### config.mk
export PLATFORM = sky130hd
export DESIGN_NAME = fetch_queue
export DESIGN_NICKNAME = d
export VERILOG_FILES = /design/src/rtl/fetch_pkg.sv /design/src/rtl/fq_fifo.sv /design/src/rtl/fetch_queue.sv
export SDC_FILE = /design/constraint.sdc
export NUM_CORES = 1
export LEC_CHECK = 0
export ABC_AREA = 1
export BUFFER_PORTS_ARGS = -buffer_cell sky130_fd_sc_hd__buf_2
export CAP_MARGIN = 10
export CORE_MARGIN = 2
export CORE_UTILIZATION = 30
export DETAILED_ROUTE_END_ITERATION = 8
export GPL_ROUTABILITY_DRIVEN = 1
export RECOVER_POWER = 50
export SLEW_MARGIN = 20
export SYNTH_ARGS = -nofsm -noshare
export SYNTH_HDL_FRONTEND = slang
export SYNTH_SLANG_ARGS = --single-unit
### constraint.sdc
create_clock -name clk -period 4.82 [get_ports clk]
set_input_delay 0.241 -clock clk [delete_from_list [all_inputs] [get_ports clk]]
set_output_delay 0.241 -clock clk [all_outputs]
set_load 0.03 [all_outputs]
### src/rtl/fetch_pkg.sv
// Shared fetch/decode types: PC and instruction widths
// and the {pc, instr} entry passed from fetch to decode.
package fetch_pkg;

    localparam int PC_W = 16;
    localparam int INSTR_W = 32;

    typedef struct packed {
        logic [PC_W-1:0]    pc;
        logic [INSTR_W-1:0] instr;
    } fetch_entry_t;

endpackage

### src/rtl/fq_fifo.sv
// Synchronous FIFO with power-of-two depth, natural-wrap pointers,
// an occupancy count and a synchronous clear that keeps storage.
module fq_fifo #(
    parameter int DEPTH = 4,
    parameter int W = 48,
    localparam int AW = $clog2(DEPTH),
    localparam int CW = $clog2(DEPTH + 1)
) (
    input  logic          clk,
    input  logic          rst,
    input  logic          clear,
    input  logic          push,
    input  logic          pop,
    input  logic [W-1:0]  wdata,
    output logic [W-1:0]  rdata,
    output logic [CW-1:0] count
);

    logic [W-1:0]  mem [DEPTH];
    logic [AW-1:0] wr_ptr;
    logic [AW-1:0] rd_ptr;

    assign rdata = mem[rd_ptr];

    always_ff @(posedge clk) begin
        if (rst) begin
            wr_ptr <= '0;
            rd_ptr <= '0;
            count  <= '0;
            for (int i = 0; i < DEPTH; i++) begin
                mem[i] <= '0;
            end
        end else if (clear) begin
            wr_ptr <= '0;
            rd_ptr <= '0;
            count  <= '0;
        end else begin
            if (push) begin
                mem[wr_ptr] <= wdata;
                wr_ptr      <= wr_ptr + AW'(1);
            end
            if (pop) begin
                rd_ptr <= rd_ptr + AW'(1);
            end
            unique case ({push, pop})
                2'b10:   count <= count + CW'(1);
                2'b01:   count <= count - CW'(1);
                default: count <= count;
            endcase
        end
    end

endmodule

### src/rtl/fetch_queue.sv
// Fetch queue: issues imem reads for the current pc, buffers
// returned {pc, instr} pairs and hands them to decode.
module fetch_queue #(
    parameter int DEPTH = 4,
    parameter int PC_W = fetch_pkg::PC_W,
    parameter int INSTR_W = fetch_pkg::INSTR_W,
    localparam int CW = $clog2(DEPTH + 1)
) (
    input  logic               clk,
    input  logic               rst,
    input  logic [PC_W-1:0]    pc,
    input  logic               flush,
    output logic               fetch_stall,
    output logic               imem_req,
    output logic [PC_W-1:0]    imem_addr,
    input  logic [INSTR_W-1:0] imem_rdata,
    output logic               dec_valid,
    input  logic               dec_ready,
    output logic [PC_W-1:0]    dec_pc,
    output logic [INSTR_W-1:0] dec_instr,
    output logic [CW-1:0]      count
);

    import fetch_pkg::*;

    localparam int EW = PC_W + INSTR_W;

    logic            inflight_q;
    logic [PC_W-1:0] req_pc_q;
    logic [CW:0]     credit;
    logic            full;
    logic            push;
    logic            pop;
    logic [EW-1:0]   head;

    // Credit ignores the current pop so stall never depends on dec_ready.
    assign credit = {1'b0, count} + (CW + 1)'(inflight_q);
    assign full   = credit >= (CW + 1)'(DEPTH);

    assign imem_req    = !rst && !flush && !full;
    assign fetch_stall = !rst && full;
    assign imem_addr   = pc;

    assign push      = inflight_q && !flush;
    assign dec_valid = !rst && !flush && (count != '0);
    assign pop       = dec_valid && dec_ready;

    assign dec_pc    = rst ? '0 : head[EW-1:INSTR_W];
    assign dec_instr = rst ? '0 : head[INSTR_W-1:0];

    always_ff @(posedge clk) begin
        if (rst) begin
            inflight_q <= 1'b0;
            req_pc_q   <= '0;
        end else if (flush) begin
            inflight_q <= 1'b0;
        end else begin
            inflight_q <= imem_req;
            if (imem_req) begin
                req_pc_q <= pc;
            end
        end
    end

    fq_fifo #(
        .DEPTH (DEPTH),
        .W     (EW)
    ) u_fifo (
        .clk   (clk),
        .rst   (rst),
        .clear (flush),
        .push  (push),
        .pop   (pop),
        .wdata ({req_pc_q, imem_rdata}),
        .rdata (head),
        .count (count)
    );

endmodule
Word-level counts from Yosys, hierarchy flattened. Memory sizes are Yosys's and may differ from the RTL's. A register that Yosys moved wholly into a read port is not among the register bits. Index checks and enable logic that the tools add are counted.

Flip-flop bits (word level): 24. RAM bits: 192. Input port bits: 52. Output and inout port bits: 70. Logic and storage cells: 43. Memories: 1.

Memories: u_fifo.mem (words 4, width 48, read ports 1, clocked after memory_dff 1, wr ports 4, line fq_fifo.sv:19) `logic [W-1:0] mem [DEPTH];`.

Add/subtract/negate cells: 5. Order comparisons: 1. Eq/ne operators: 2. Muxes and demuxes: 14. Bitwise operators: 1. Reduce and logical (&&, ||, !) cells: 14.

Operators by type and width (number): $mux 48 (1); $reduce_or 48->1 (1); $mux 32 (1); $mux 16 (1); $mux 1 (7); $logic_and 1x1->1 (6); $mux 2 (3); $pmux 3 s2 (1); $add 2x1->2 const B (2); $add 3x1->4 (1); $ge 4x3->1 const B (1); $add 3x1->3 const B (1); $logic_not 1->1 (3); $reduce_bool 3->1 (1); $sub 3x1->3 const B (1); $eq 2x1->1 const B (1); $eq 2x2->1 const B (1); $reduce_and 2->1 (1); $reduce_bool 2->1 (1); $reduce_or 2->1 (1); $not 1->1 (1).

Depth between registers and ports, before layout. Gate-level depths: netlist of run 1.

Depth in word-level cells: 8. Depth in mapped cells: 12. Gate-level depth less buffers: 12.

Cells and area by module. Synthesis of run 1 repeated with hierarchy kept, for this count alone.

Cells, all modules: 1019. Area total of the unflattened synthesis: 9830.7 µm².

Modules (own cells, without submodules): fq_fifo (instances 1, cells each 786, area each 8523.2 µm², sequential area each 5945.7 µm²); fetch_queue (instances 1, cells each 233, area each 1307.5 µm², sequential area each 340.3 µm²).

Worst setup path before layout of run 1. No wires, ideal clock.

Path kind: register to register. Start point: reg inflight_q. End point: mem u_fifo.mem[3][0] (enable). Library setup time: 0.457 ns. Arrival: 2.992 ns. Data required time: 4.363 ns. Setup slack: 1.371 ns. Cell stages (with the launch flop): 6. Buffers on the path: 1. Period minus slack after synthesis: 3.449 ns. Cell sequence: dfxtp_1 > inv_1 > nor2_4 > inv_1 > buf_2 > o31ai_2.

RTL lines: start, declared (line fetch_queue.sv:28) `logic inflight_q;`; start signal, assigned (line fetch_queue.sv:58) `inflight_q <= imem_req;`; end, declared (line fq_fifo.sv:19).

==> qor.tcl, run 1 <==
set qor(run_status) {finished, violations left}
set qor(failed_checks) {capacitance limit, slew limit}
set qor(syn-cell-area_sq_um) 9710
set qor(pwr_density_cell_nw_per_um2) 375
set qor(layout_min_cycle_time_ps) 3640
set qor(synth_edf_count) 192
set qor(grt_max_degree) 97
set qor(drt_pass1_iterations) 5
set qor(cp_top_family) {simple AND/OR/NAND/NOR gates}
set qor(floorplan.io_pins) 122
set qor(cts_htree_levels) 1
set qor(placed_cells) 1458
set qor(syn-num-nets) 1057
set qor(first_global_vias) 6951
set qor(critical_path_required_ps) 4990
set qor(cts_max_path_buffers) 3
set qor(irDropWorstVdd_uv) 186
set qor(static-leakage-power_nw) 4.34
set qor(synth_top_family_by_area) {simple AND/OR/NAND/NOR gates}
set qor(synthesis.yosys.warnings) 0
set qor(crit_type) {flop to flop}
set qor(clock_sinks) 218
set qor(timing.fmax_mhz) 275
set qor(synth_cell_type_count) 29
set qor(drt_iter0_markers) 542
set qor(postSynthRegisterBits) 218
set qor(synth_sequential_area_ratio) 0.648
set qor(yosys.area_share.adder) 0.00335
set qor(critical_path_buf_inv_count) 2
set qor(register_area_sq_um) 6290
set qor(fp.coreArea_sq_um) 31700
set qor(maxCapViolations) 2
set qor(grt_first_pass_wirelength_microns) 38100
set qor(dp_hpwl_microns) 14700
set qor(final-instance-count-excl-fill) 1517
set qor(placement.io_buffers) 121
set qor(critical_path_peak_fanout) 46
set qor(skew_ps) 7.89
set qor(synth_async_sr_flop_share) 0
set qor(startpoint_type) {flop}
set qor(layout.nets) 1151
set qor(initial_cell_density_of_the_core) 0.306
set qor(die_area_sq_um) 33800
set qor(track_usage) 0.145
set qor(filler_cell_count) 3225
set qor(floorplan.die.height_microns) 184
set qor(synth.most_common_cell) {sky130_fd_sc_hd__nor2_1}
set qor(cts-resized-gates) 0
set qor(initial_antenna_violation_count) 0
set qor(cpMaxStageDelayCell) {sky130_fd_sc_hd__nand2_1}
set qor(cts.root.buffer_cell) {sky130_fd_sc_hd__clkbuf_16}
set qor(antenna-diode-count) 0
set qor(synth_largest_type_area_fraction) 0.594
set qor(hold_viol_final) 0
set qor(drive_gt1_frac) 0.137
set qor(critPathCaptureType) {flop}
set qor(route.detailed.wl_per_inst_microns) 16.3
set qor(post-route-util) 0.359
set qor(detail-route-antenna-nets) 0
set qor(complex_gate_fraction_of_the_synthesized_area) 0.0898
set qor(post_synth_most_frequent_cells) {377 x sky130_fd_sc_hd__nor2_1, 192 x sky130_fd_sc_hd__edfxtp_1, 111 x sky130_fd_sc_hd__o21ai_0}
set qor(final.setup.tns_ps) 0
set qor(timing.slew.headroom) -0.260
set qor(row_count) 65
set qor(post_synth_mux_area_share) 0
set qor(drcViolationCount) 0
set qor(synth.avg_cell_area_sq_um) 9.68
set qor(hold_class) {input port to flop}
set qor(syn-instance-count) 1003
set qor(multi_input_area_sq_um) 2670
set qor(final-setup-viol-count) 0
set qor(clock_pin_slew_reported_for_the_worst_setup_and_hold_paths_after_clock_tree_synthesis_ps) 60
set qor(crit_chain) {nand2_1 -> inv_1 -> nand2_4 -> nand2_2 -> buf_4}
set qor(detail_route.vias_per_cell) 4.63
set qor(grt.overflow.total) 0
set qor(synthDominantAreaCellType) {sky130_fd_sc_hd__edfxtp_1}
set qor(critPathArrivalTime_ps) 3810
set qor(cts_buffers) 24
set qor(worst_skew_pair.late_latency_ps) 510
set qor(postCtsHoldBufs) 15
set qor(areaGrowthSynthToFinish_pct) 17.2
set qor(detailroute.via_count) 7020
set qor(die_w_microns) 184
set qor(post-route-period-util) 0.755
set qor(unrepaired_setup_endpoints_after_global_routing) {false}
set qor(gp_routability_congestion) 0.733
set qor(yosys.area_share.simple) 0.184
set qor(synth_flop_cell) {sky130_fd_sc_hd__edfxtp_1}
set qor(yosys.area_share.xor_xnor) 0
set qor(postCtsSetupRepairBufs) 0
set qor(synth.area.top_cells) {sky130_fd_sc_hd__edfxtp_1 59%, sky130_fd_sc_hd__nor2_1 15%, sky130_fd_sc_hd__o21ai_0 5.7%}
set qor(cp_slowest_stage_delay_ps) 860
set qor(timing_max_transition_violations_final) 34
set qor(cts_tree) {done}
set qor(routed_wirelength_microns) 24700
set qor(worst_pin_slew_ps) 1880
==> metal layers <==
metal	share of wire	track usage	routed length, microns
met1	0.44	0.190	10800
met4	0.026	0.0442	638
met2	0.49	0.246	12000
met3	0.050	0.0222	1250
met5	0	0	0
==> layout make-up <==
type / count / area share
clock inverters: 5 / 0.00231
clock buffers: 39 / 0.0688
well taps: 402 / 0.0442
inverters: 83 / 0.0274
flip-flops and latches: 218 / 0.553
multi-input cells: 626 / 0.235
repair buffers: 144 / 0.0693
==> kinds of logic after synthesis <==
logic type | count (synthesis)
adder cells (fa/ha/maj) | 2
buffers and inverters | 159
AO/OA/AOI/OAI | 171
AND/OR/NAND/NOR | 453
flip-flops | 218
==> where the power goes <==
part | leakage [nW] | internal [mW] | total (mW) | switching, mW
logic | 1.75 | 0.0720 | 0.283 | 0.211
registers | 2.20 | 2.13 | 2.15 | 0.0209
clock network | 0.396 | 1.11 | 1.83 | 0.719
total | 4.34 | 3.31 | 4.26 | 0.952
==> cell usage in the layout, fill, tap and decap left out, types with 2 or more instances in the layout <==
| cell type | netlist | routed |
|---|---|---|
| sky130_fd_sc_hd__a21oi_1 | 53 | 53 |
| sky130_fd_sc_hd__buf_2 | 26 | 99 |
| sky130_fd_sc_hd__buf_4 | 22 | 6 |
| sky130_fd_sc_hd__clkbuf_1 | 17 | 31 |
| sky130_fd_sc_hd__clkbuf_16 | 0 | 29 |
| sky130_fd_sc_hd__clkbuf_8 | 0 | 2 |
| sky130_fd_sc_hd__clkinv_1 | 0 | 3 |
| sky130_fd_sc_hd__clkinv_2 | 0 | 2 |
| sky130_fd_sc_hd__dfxtp_1 | 26 | 24 |
| sky130_fd_sc_hd__dlygate4sd3_1 | 0 | 15 |
| sky130_fd_sc_hd__edfxtp_1 | 192 | 192 |
| sky130_fd_sc_hd__inv_1 | 80 | 79 |
| sky130_fd_sc_hd__inv_2 | 3 | 3 |
| sky130_fd_sc_hd__nand2_1 | 51 | 49 |
| sky130_fd_sc_hd__nand2_2 | 0 | 3 |
| sky130_fd_sc_hd__nand3_1 | 2 | 3 |
| sky130_fd_sc_hd__nor2_1 | 377 | 379 |
| sky130_fd_sc_hd__nor3_1 | 14 | 14 |
| sky130_fd_sc_hd__o21ai_0 | 111 | 115 |
==> worst register-to-register path: cells and delay by family, from the launching register on <==
kind          cells  cell delay, ps
buf+inv           2             960
flops             1             390
simple gates      3            1910
==> registers in the layout, indices dropped and copies added (netlist names), named ones only <==
register       flops
u_fifo.mem       192
req_pc_q          16
u_fifo.count       3
u_fifo.rd_ptr      2
u_fifo.wr_ptr      2
inflight_q         1
==> through the flow <==
step | total power [mW] | setup slack [ps] | hold WS, ps | area [sq um]
global placement | 2.47 | 1850 | 464 | 10500
CTS | 4.31 | 1300 | 12.8 | 11400
detailed placement | 2.47 | 1830 | 465 | 10500
floorplan | 2.37 | 1370 | 354 | 9710
global route | 4.41 | 842 | 46.8 | 11400
finish | 4.26 | 1180 | 39.6 | 11400
==> path summary, 6_finish.rpt <==
kind	from	to	slack, ps	cells past startpoint
max	inflight_q	u_fifo.mem[0][16]	1180	5
min	pc[15]	req_pc_q[15]	40	3
max reg2reg	inflight_q	u_fifo.mem[0][16]	1180	5
min reg2reg	u_fifo.count[0]	u_fifo.count[0]	500	1
Note: power is estimated with default switching activity, not from simulation.
==> inputs of run 2 (changes only) <==
==> constraint.sdc (replaced) <==
create_clock -name clk -period 3.08 [get_ports clk]
set_input_delay 0.154 -clock clk [delete_from_list [all_inputs] [get_ports clk]]
set_output_delay 0.154 -clock clk [all_outputs]
set_load 0.03 [all_outputs]
==> qor.tcl, run 2 (synthesis gave the netlist of run 1 again) <==
set qor(run_status) {finished, violations left} ;# unchanged
set qor(failed_checks) {capacitance limit, slew limit} ;# unchanged
set qor(timing.fmax_mhz) 383
set qor(skew_ps) 10.6 ;# was 7.89 ps
set qor(layout_commonest_cell) {sky130_fd_sc_hd__nor2_1} ;# unchanged
set qor(initial_antenna_violation_count) 0 ;# unchanged
set qor(final-setup-viol-count) 0 ;# unchanged
set qor(ff2ff_path_depth) 5 ;# unchanged
set qor(final_cell_area_sq_um) 11800 ;# was 11400 sq um
set qor(timing.reg2reg.setup_slack_ps) 670 ;# was 1180 ps
set qor(die_area_sq_um) 33800 ;# unchanged
set qor(largest_registers) {u_fifo.mem x192, req_pc_q x16, u_fifo.count x3} ;# unchanged
set qor(cts-resized-gates) 0 ;# unchanged
set qor(initial_cell_density_of_the_core) 0.306 ;# unchanged
set qor(dp_hpwl_microns) 14700 ;# about the same
set qor(critical_path_required_ps) 2930 ;# was 4990 ps
set qor(drt_iter0_markers) 492 ;# was 542
set qor(floorplan.io_pins) 122 ;# unchanged
set qor(clock_pin_slew_reported_for_the_worst_setup_and_hold_paths_after_clock_tree_synthesis_ps) 60 ;# about the same
set qor(filler_cell_count) 3203 ;# was 3225
set qor(hold_class) {input port to flop} ;# unchanged
set qor(critical_path.most_common_cell) {sky130_fd_sc_hd__nor2_1}
set qor(maxCapViolations) 1 ;# was 2
set qor(cts.root.buffer_cell) {sky130_fd_sc_hd__clkbuf_16} ;# unchanged
set qor(postCtsSetupRepairBufs) 0 ;# unchanged
set qor(routed_wirelength_microns) 24700 ;# about the same
set qor(critPathCaptureType) {output port} ;# was flop
set qor(track_usage) 0.148 ;# was 0.145
set qor(detailroute.via_count) 7143 ;# was 7020
set qor(timing_max_transition_violations_final) 32 ;# was 34
set qor(grt.met3_usage) 0.0216 ;# was 0.0222
set qor(route.detailed.wl_per_inst_microns) 15.8 ;# was 16.3 microns
set qor(die_w_microns) 184 ;# unchanged
set qor(fp.coreArea_sq_um) 31700 ;# unchanged
set qor(first_global_vias) 7266 ;# was 6951
set qor(static-leakage-power_nw) 4.52 ;# was 4.34 nW
set qor(gp_routability_congestion) 0.767 ;# was 0.733
set qor(reg2reg_to) {u_fifo.mem[2][17]} ;# was u_fifo.mem[0][16]
set qor(worst_skew_pair.late_latency_ps) 520 ;# was 510 ps
set qor(critical_path_cell_count) 6 ;# was 5
set qor(layout.cells.most_common_list) {378 x sky130_fd_sc_hd__nor2_1, 192 x sky130_fd_sc_hd__edfxtp_1, 115 x sky130_fd_sc_hd__o21ai_0} ;# was 379 x sky130_fd_sc_hd__nor2_1, 192 x sky130_fd_sc_hd__edfxtp_1, 115 x sky130_fd_sc_hd__o21ai_0
set qor(crit_type) {flop to output port} ;# was flop to flop
set qor(post_dp_cell_area_sq_um) 10600 ;# was 10500 sq um
set qor(areaGrowthSynthToFinish_pct) 21.2 ;# was 17.2%
set qor(unrepaired_setup_endpoints_after_global_routing) {false} ;# unchanged
set qor(busiest_layer) {met2} ;# unchanged
set qor(grt_max_degree) 60 ;# was 97
set qor(detail-route-antenna-nets) 0 ;# unchanged
set qor(postCtsHoldBufs) 47 ;# was 15
set qor(critical_path_peak_fanout) 59 ;# was 46
set qor(cp_top_family) {flip-flops} ;# was simple AND/OR/NAND/NOR gates
set qor(row_count) 65 ;# unchanged
set qor(critical_path.endpoint) {dec_instr[13]} ;# was u_fifo.mem[0][16]
set qor(grt_first_pass_wirelength_microns) 38900 ;# was 38100 microns
set qor(drt_pass1_iterations) 4 ;# was 5
set qor(detail_route.vias_per_cell) 4.58 ;# was 4.63
set qor(cts_tree) {done} ;# unchanged
set qor(worst_pin_slew_ps) 1780 ;# was 1880 ps
set qor(cts_buffers) 25 ;# was 24
set qor(largest_register_ff_count) 192 ;# unchanged
set qor(critPathArrivalTime_ps) 2460 ;# was 3810 ps
set qor(grt.overflow.total) 0 ;# unchanged
set qor(antenna-diode-count) 0 ;# unchanged
set qor(crit_chain) {buf_12 -> nor2_1 -> nor2_1 -> o21ai_0 -> a21oi_1 -> buf_2} ;# was nand2_1 -> inv_1 -> nand2_4 -> nand2_2 -> buf_4
set qor(cpMaxStageDelayCell) {sky130_fd_sc_hd__dfxtp_4} ;# was sky130_fd_sc_hd__nand2_1
set qor(floorplan.die.height_microns) 184 ;# unchanged
set qor(cts_max_path_buffers) 3 ;# unchanged
set qor(post-route-period-util) 0.848
set qor(layout_min_cycle_time_ps) 2610
set qor(grt_use_met2) 0.258 ;# was 0.246
set qor(layout.nets) 1195 ;# was 1151
set qor(cts_htree_levels) 1 ;# unchanged
set qor(timing.slew.headroom) -0.184 ;# was -0.260
set qor(critical_path_buf_inv_count) 2 ;# unchanged
set qor(drive_gt1_frac) 0.142 ;# was 0.137
set qor(clock_sinks) 218 ;# unchanged
set qor(hold_viol_final) 0 ;# unchanged
set qor(groute.layer.met1.usage) 0.195 ;# was 0.190
set qor(startpoint_type) {flop} ;# unchanged
set qor(drcViolationCount) 0 ;# unchanged
set qor(irDropWorstVdd_uv) 339 ;# was 186 uV
set qor(placement.io_buffers) 121 ;# unchanged
set qor(rr_startpoint) {inflight_q} ;# unchanged
set qor(final.setup.tns_ps) 0 ;# unchanged
set qor(pwr_density_cell_nw_per_um2) 569 ;# was 375 nW/um^2
set qor(largest_register) {u_fifo.mem} ;# unchanged
set qor(cp_slowest_stage_delay_ps) 810 ;# was 860 ps
-- run 2: area by class of cell --
type	instances	area [sq um]	area share
Sequential cell	218	6290	0.535
Multi-Input combinational cell	626	2690	0.229
Timing Repair Buffer	187	1180	0.101
Clock buffer	34	722	0.0614
Tap cell	402	503	0.0428
Inverter	83	312	0.0265
Clock inverter	8	65.1	0.00553
-- run 2: layer usage --
metal  wire [microns]  part of all wire  up-vias
li1                 -                 -     3562
met1            11400              0.46     3411
met2            11900              0.48      142
met3              924             0.037       28
met4              410             0.017        0
met5                0                 0        -
-- run 2: worst min path at each step --
stage                             start               end  slack (ps)  cells after the start
after CTS                 imem_rdata[0]  u_fifo.mem[0][0]         0.6                      3
after global placement           pc[12]      req_pc_q[12]         380                      3
after global routing              flush   u_fifo.count[2]          10                      4
after detailed placement         pc[12]      req_pc_q[12]         380                      3
final                             flush   u_fifo.count[2]           8                      4
after floorplan                   pc[0]       req_pc_q[0]         270                      2
-- run 2: where the power goes --
part | internal (mW) | switching (mW) | total [mW]
clock network | 1.71 | 1.14 | 2.85
registers | 3.33 | 0.0335 | 3.37
logic | 0.143 | 0.330 | 0.473
total | 5.18 | 1.51 | 6.69
-- run 2: worst min-delay path, stage by stage --
cell and delay [ps]:
sky130_fd_sc_hd__buf_2 150, sky130_fd_sc_hd__nor2_8 80, sky130_fd_sc_hd__nand2_1 70, sky130_fd_sc_hd__nor2_1 30
-- run 2: per-stage QoR --
stage               utilization  hold WS, ps  std cells  setup slack (ps)  power [mW]
floorplan                     -          267       1003               548        3.71
global placement          0.334          379       1469               908        3.86
detailed placement        0.334          380       1469               877        3.87
CTS                       0.373        0.554       1558               387        6.78
global route              0.371         11.2       1558               254        6.94
finish                    0.371         8.01       1558               467        6.69
